**src/rtl/gcd_driver.sv**
```systemverilog
// rtl/gcd_driver.sv - start/done initiator for the GCD engine with a latency-tagged result FIFO
module gcd_driver #(
  parameter int WIDTH = 32,
  parameter int DEPTH = 4,
  parameter int CYC_W = 16
) (
  input  logic             clk,
  input  logic             reset,
  input  logic             op_valid,
  output logic             op_ready,
  input  logic [WIDTH-1:0] op_a,
  input  logic [WIDTH-1:0] op_b,
  output logic [WIDTH-1:0] gcd_a,
  output logic [WIDTH-1:0] gcd_b,
  output logic             gcd_start,
  input  logic [WIDTH-1:0] gcd_result,
  input  logic             gcd_done,
  output logic             res_valid,
  input  logic             res_ready,
  output logic [WIDTH-1:0] res_data,
  output logic [CYC_W-1:0] res_cycles,
  output logic             busy
);

  localparam int PTR_W = $clog2(DEPTH);
  localparam int CNT_W = PTR_W + 1;

  typedef enum logic [1:0] {IDLE, ISSUE, WAIT} state_t;

  state_t           state;
  logic [CYC_W-1:0] cyc_cnt;
  logic [CYC_W-1:0] cyc_done;
  logic [WIDTH-1:0] data_mem [DEPTH];
  logic [CYC_W-1:0] cyc_mem  [DEPTH];
  logic [PTR_W-1:0] wr_ptr;
  logic [PTR_W-1:0] rd_ptr;
  logic [CNT_W-1:0] count;
  logic [CNT_W-1:0] count_next;
  logic             accept;
  logic             push;
  logic             pop;

  assign res_valid  = (count != '0);
  assign res_data   = data_mem[rd_ptr];
  assign res_cycles = cyc_mem[rd_ptr];
  assign busy       = (state != IDLE);

  always_comb begin
    accept     = (state == IDLE) && op_valid && op_ready;
    push       = (state == WAIT) && gcd_done;
    pop        = res_valid && res_ready;
    cyc_done   = (cyc_cnt == '1) ? cyc_cnt : cyc_cnt + CYC_W'(1);
    count_next = count + CNT_W'(push) - CNT_W'(pop);
  end

  always_ff @(posedge clk or posedge reset) begin
    if (reset) begin
      state     <= IDLE;
      op_ready  <= 1'b0;
      gcd_start <= 1'b0;
      gcd_a     <= '0;
      gcd_b     <= '0;
      cyc_cnt   <= '0;
      wr_ptr    <= '0;
      rd_ptr    <= '0;
      count     <= '0;
      for (int i = 0; i < DEPTH; i++) begin
        data_mem[i] <= '0;
        cyc_mem[i]  <= '0;
      end
    end else begin
      // op_ready is precomputed for the next cycle so it never depends on live inputs
      op_ready <= ((state == IDLE && !accept) || push) && (count_next < CNT_W'(DEPTH));
      count    <= count_next;
      if (pop) rd_ptr <= rd_ptr + PTR_W'(1);
      if (push) begin
        data_mem[wr_ptr] <= gcd_result;
        cyc_mem[wr_ptr]  <= cyc_done;
        wr_ptr           <= wr_ptr + PTR_W'(1);
      end
      case (state)
        IDLE: begin
          if (accept) begin
            gcd_a     <= op_a;
            gcd_b     <= op_b;
            gcd_start <= 1'b1;
            state     <= ISSUE;
          end
        end
        ISSUE: begin
          gcd_start <= 1'b0;
          cyc_cnt   <= '0;
          state     <= WAIT;
        end
        WAIT: begin
          cyc_cnt <= cyc_done;
          if (gcd_done) state <= IDLE;
        end
        default: state <= IDLE;
      endcase
    end
  end

  assert property (@(posedge clk) disable iff (reset) !(push && count == CNT_W'(DEPTH)));

endmodule
```
**config.mk**
```make
export PLATFORM = sky130hd
export DESIGN_NAME = gcd_driver
export DESIGN_NICKNAME = d
export VERILOG_FILES = /design/src/rtl/gcd_driver.sv
export SDC_FILE = /design/constraint.sdc
export NUM_CORES = 1
export LEC_CHECK = 0
export ABC_AREA = 1
export BUFFER_PORTS_ARGS = -buffer_cell sky130_fd_sc_hd__buf_2
export CORE_ASPECT_RATIO = 0.9
export CORE_MARGIN = 2
export CORE_UTILIZATION = 38
export DETAILED_ROUTE_END_ITERATION = 7
export HOLD_SLACK_MARGIN = 0.05
export SLEW_MARGIN = 30
export SYNTH_ARGS = -nofsm -noshare
export SYNTH_HDL_FRONTEND = slang
export SYNTH_SLANG_ARGS = --single-unit
```
**constraint.sdc**
```tcl
create_clock -name clk -period 10.7 [get_ports clk]
set_clock_uncertainty 0.15 [all_clocks]
set_input_delay 1.07 -clock clk [delete_from_list [all_inputs] [get_ports clk]]
set_output_delay 1.07 -clock clk [all_outputs]
set_load 0.005 [all_outputs]
```
==> results of run 1 <==
synthesized netlist by cell type (all sizes together) (9+ instances only):
| cell | number | area (um2) |
|---|---|---|
| nand2 | 364 | 1380 |
| inv | 71 | 272 |
| o21ai | 246 | 1230 |
| xor2 | 9 | 78.8 |
| nand3 | 20 | 130 |
| clkbuf | 40 | 150 |
| dfrtp | 283 | 7080 |
| mux2 | 64 | 721 |
| ha | 11 | 138 |
| buf | 41 | 210 |
| o22ai | 48 | 300 |
| o21bai | 10 | 75.1 |
| nor2 | 118 | 462 |
routing by layer:
metal  routed length [um]  vias to the layer above  part of all wire (%)  global-route usage, %
met3                 2010                       35                   6.4                   4.25
met5                    7                        -                 0.022                      0
li1                     -                     4736                     -                      -
met1                14600                     4723                    47                   26.2
met2                14000                      291                    45                   29.9
met4                  536                        2                   1.7                   3.95
cell families (layout without fill, tap and decap cells):
| group | Yosys count | count (layout) | share of synthesized area (%) |
|---|---|---|---|
| simple gates | 508 | 508 | 16.3 |
| compound gates | 309 | 309 | 13.3 |
| flops | 283 | 283 | 57.4 |
| buf+inv | 152 | 353 | 5.12 |
| mux | 64 | 64 | 5.84 |
| fa+ha+maj | 12 | 12 | 1.28 |
| xor+xnor | 11 | 11 | 0.781 |
cell type report:
cell class	count	area, um2
Inverter	71	279
Timing Repair Buffer	228	1180
Clock buffer	48	880
Fill cell	3152	17300
Clock inverter	6	32.5
Tap cell	416	520
Multi-Input combinational cell	904	4640
Sequential cell	283	7080
critical path, stage by stage, from the launching register on:
cell	delay (ns)
dfrtp_1	0.36
buf_4	0.29
inv_1	0.12
buf_4	0.49
o21ai_0	0.18
o22ai_1	0.28
buf_2	0.18
sequential cells by signal, summed over array words and instances (netlist names):
register   cells
cyc_mem       64
data_mem     128
wr_ptr         2
rd_ptr         2
op_ready       1
state          2
gcd_start      1
gcd_b         32
gcd_a         32
cyc_cnt       16
count          3
where the power goes:
group	internal (mW)	leakage, nW	switching (mW)
Clock	0.558	0.446	0.413
Sequential	1.43	3.67	0.179
Combinational	0.590	3.45	0.800
Total	2.57	7.57	1.39
stage by stage:
stage | utilization, % | instances
floorplan | - | 1339
global placement | 42.8 | 1902
detailed placement | 42.9 | 1902
CTS | 45.7 | 1956
global route | 45.7 | 1956
finish | 45.7 | 1956
final timing paths:
kind	startpoint	to	cells past startpoint
max	rd_ptr[1]	res_cycles[5]	6
min	cyc_mem[35]	cyc_mem[35]	2
max reg2reg	state[0]	cyc_mem[28]	9
min reg2reg	cyc_mem[35]	cyc_mem[35]	2
max in group asynchronous	reset	gcd_b[24]	4
min in group asynchronous	reset	data_mem[96]	2
==> reports/qor.csv, run 1 <==
metric,value,unit
synth_ff_type,dfrtp_1,
cts_resized,0,
drt-vias-per-instance,5.00,
ys_types,30,
max-slew-margin-rel,39.3,%
cts_buffers,30,
slew_violations,0,
gp_congestion,0.843,
cts_tree,done,
rows,62,
peakVddDrop,0.180,mV
setup_viol,0,
clkTransAtPathRegs,0.06,ns
synth_seq_area_share,57.4,%
dieHeight,175,um
final_cell_area,14600,um2
die_area,33900,um2
worst_setup_path_start_kind,register,
p_per_area,271,nW/um2
syn_inst,1339,
path_class,reg2out,
grt_overflow,0,
grt_pass1_wl,52200,um
grtUsageTotal,18.7,%
tightest_slew,0.911,ns
grt_antenna_before_repair,1,
max_freq,265,MHz
diodes,0,
grt_pass1_vias,10020,
clkLatencyLatePin,0.55,ns
drc,0,
synth_edf_count,0,
postSynthNetCount,1452,
dp_slack,7.18,ns
finalCritPeriodShare,35.3,%
clock_path_buffers,3,
hold_class,reg2reg,
cts_hold_buf,0,
ant_nets,0,
layout_setup_ws,6.92,ns
power.leakage,7.57,nW
r2r_setup_slack,7.95,ns
syn_area,12300,um2
clockRootBuffer,clkbuf_16,
port_buffers,216,
layout_commonest_cell,nand2_1,
syn_area_per_cell,9.22,um2
start_util,38.6,%
worst-path-max-fanout,49,
cts_sinks,283,
wl_per_cell,16.0,um
layout-area-overhead-vs-synth,18.5,%
grt_max_degree,99,
endpoint_kind,primary output,
hold_viol_final,0,
h-tree-depth,1,
post-cts-setup-buffers,0,
placed_area,13700,um2
rsz0062_at_grt,false,
arrival,2.56,ns
io_pins,217,
vias,9787,
setup_tns,0,ns
firstDrtPassIters,5,
die_w,194,um
period_needed,3.78,ns
final_cell_mix,"353 x nand2_1, 282 x dfrtp_1, 243 x o21ai_0, 216 x buf_2, 116 x nor2_1",
outcome,completed,
power,3.97,mW
nets,1631,
yosys_warnings,0,
core,32000,um2
drt_wl_total,31200,um
hpwl,19000,um
final_layout_size_suffix_gt1_share,23.4,%
ys_seq_elements,283,
drtIter0Drc,536,
cap_violations,0,
whs,0.324,ns
synth-async-reset-ratio,100,%
required,9.48,ns
No activity file was read; power rests on OpenSTA's default activity.
==> inputs of run 2 (changes only) <==
==> constraint.sdc (replaced) <==
create_clock -name clk -period 3.1 [get_ports clk]
set_clock_uncertainty 0.15 [all_clocks]
set_input_delay 0.31 -clock clk [delete_from_list [all_inputs] [get_ports clk]]
set_output_delay 0.31 -clock clk [all_outputs]
set_load 0.005 [all_outputs]
==> run 2 against run 1 <==
Compared with the run above:
- first-iteration DRC count down 6.3%
- global-route usage increased by 1.3 points
- register-to-register slack worse by 7.2 ns
- utilization up 4.2 points
- highest routed layer is now met4
- critical endpoint is now res_cycles[14]
- hold slack lost 0.19 ns
- total power increased to 3.7 times the previous value
==> reports/qor.csv, run 2 (synthesized netlist as in run 1, its figures left out) <==
metric,value,unit
port_buffers,216,
post-cts-setup-buffers,0,
cts_resized,0,
hpwl,19800,um
drc,0,
grt_overflow,0,
worstPathCellList,"inv_2, buf_4, o21ai_0, o22ai_1, buf_2",
finalCritPeriodShare,81.8,%
p_clk_share,27.3,%
rows,62,
pwr-share-comb,34.6,%
period_needed,2.54,ns
drt-vias-per-instance,4.91,
crit_buf_inv,3,
arrival,2.08,ns
drtIter0Drc,502,
r2r_setup_slack,0.75,ns
outcome,completed,
firstDrtPassIters,5,
core,32000,um2
power,14.6,mW
rsz0062_at_grt,false,
hold_depth,3,
grt_antenna_before_repair,1,
hold_class,in2reg,
peakVddDrop,0.740,mV
tightest_slew,0.633,ns
die_w,194,um
path_class,reg2out,
dp_slack,0.757,ns
slew_violations,0,
wl_per_cell,16.0,um
grt_pass1_wl,55300,um
worst-path-max-fanout,20,
critPathTopFamily,buffers and inverters,
grt_max_degree,110,
start_util,38.6,%
timing.rr.start,count[1],
cts_buffers,34,
p_switching,5.04,mW
cts_sinks,283,
max-slew-margin-rel,57.8,%
p_per_area,913,nW/um2
clockRootBuffer,clkbuf_16,
io_pins,217,
largest_register_ffs,128,
clkTransAtPathRegs,0.06,ns
nets,1741,
swShare,34.6,%
critPathMaxStageDelay,0.43,ns
r2r_cells,9,
power.leakage,8.16,nW
dieHeight,175,um
vias,10167,
die_area,33900,um2
clock_path_buffers,3,
endpoint_kind,primary output,
cts_hold_buf,99,
gp_congestion,0.798,
hold_end,rd_ptr[0],
r2r_end,op_ready,
cap_violations,0,
reg_top3,"data_mem x128, cyc_mem x64",
final_cell_mix,"353 x nand2_1, 282 x dfrtp_1, 243 x o21ai_0, 216 x buf_2, 116 x nor2_1",
grtUsageTotal,20.0,%
nFillCells,2944,
cpMaxStageDelayCell,dfrtp_2,
ant_nets,0,
layout_commonest_cell,nand2_1,
drt_wl_total,33200,um
layout-area-overhead-vs-synth,29.2,%
hp-start,res_ready,
setup_viol,0,
internal-power,9.52,mW
required,2.64,ns
regMostFlops,data_mem,
seqPwrFrac,38.1,%
final_layout_size_suffix_gt1_share,23.2,%
worst_setup_path_start_kind,register,
hold_viol_final,0,
grt_pass1_vias,10406,
clkLatencyLatePin,0.50,ns
max_freq,394,MHz
h-tree-depth,2,
cts_tree,done,
layout_setup_ws,0.563,ns
-- run 2: worst min-delay path, stage by stage --
cell and delay, ns:
buf_2 0.11, a21boi_0 0.18, xor2_1 0.14
-- run 2: layer usage --
metal / share of wire, % / vias to the layer above / GRT usage (%)
met5: 0 / - / 0
met4: 1.4 / 0 / 4.48
met3: 6.4 / 32 / 4.34
met2: 46 / 298 / 32.1
met1: 47 / 4875 / 27.8
li1: - / 4962 / -
-- run 2: power groups by stage --
stage          Sequential (mW)  Combinational [mW]  Clock [mW]
6_report                  5.55                5.04        3.97
5_1_grt                   5.71                5.68        4.23
4_1_cts                   5.54                5.09        4.08
3_5_place_dp              5.58                4.98           0
3_3_place_gp              5.55                4.91           0
2_1_floorplan             5.51                2.93           0
-- run 2: layout make-up --
| type | instances | area (um2) | share of cell area (%) |
|---|---|---|---|
| flip-flops and latches | 283 | 7080 | 44.4 |
| multi-input cells | 904 | 4640 | 29.1 |
| repair buffers | 334 | 2300 | 14.4 |
| clock buffers | 43 | 946 | 5.93 |
| well taps | 416 | 520 | 3.26 |
| inverters | 71 | 275 | 1.73 |
| clock inverters | 18 | 175 | 1.10 |
| diodes | 1 | 2.50 | 0.0157 |
-- run 2: worst max path at each step --
stage / from / endpoint / slack (ns) / cells after the start
finish: rd_ptr[0] / res_cycles[14] / 0.56 / 5
global placement: state[0] / op_ready / 0.84 / 10
floorplan: reset / count[0] / -1.11 / 1
detailed placement: count[1] / op_ready / 0.76 / 9
CTS: rd_ptr[0] / res_cycles[14] / 0.52 / 5
global route: rd_ptr[0] / res_cycles[6] / 0.46 / 5
-- run 2: stage by stage --
stage	hold WS, ns	cells	TNS [ns]	util (%)	area (um2)
after floorplan	0.294	1339	-313.93	-	12300
after global placement	0.307	1909	0	43.3	13800
after detailed placement	0.310	1909	0	43.3	13800
after CTS	0.120	2069	0	49.9	15900
after global routing	0.131	2070	0	49.9	15900
final	0.137	2070	0	49.9	15900
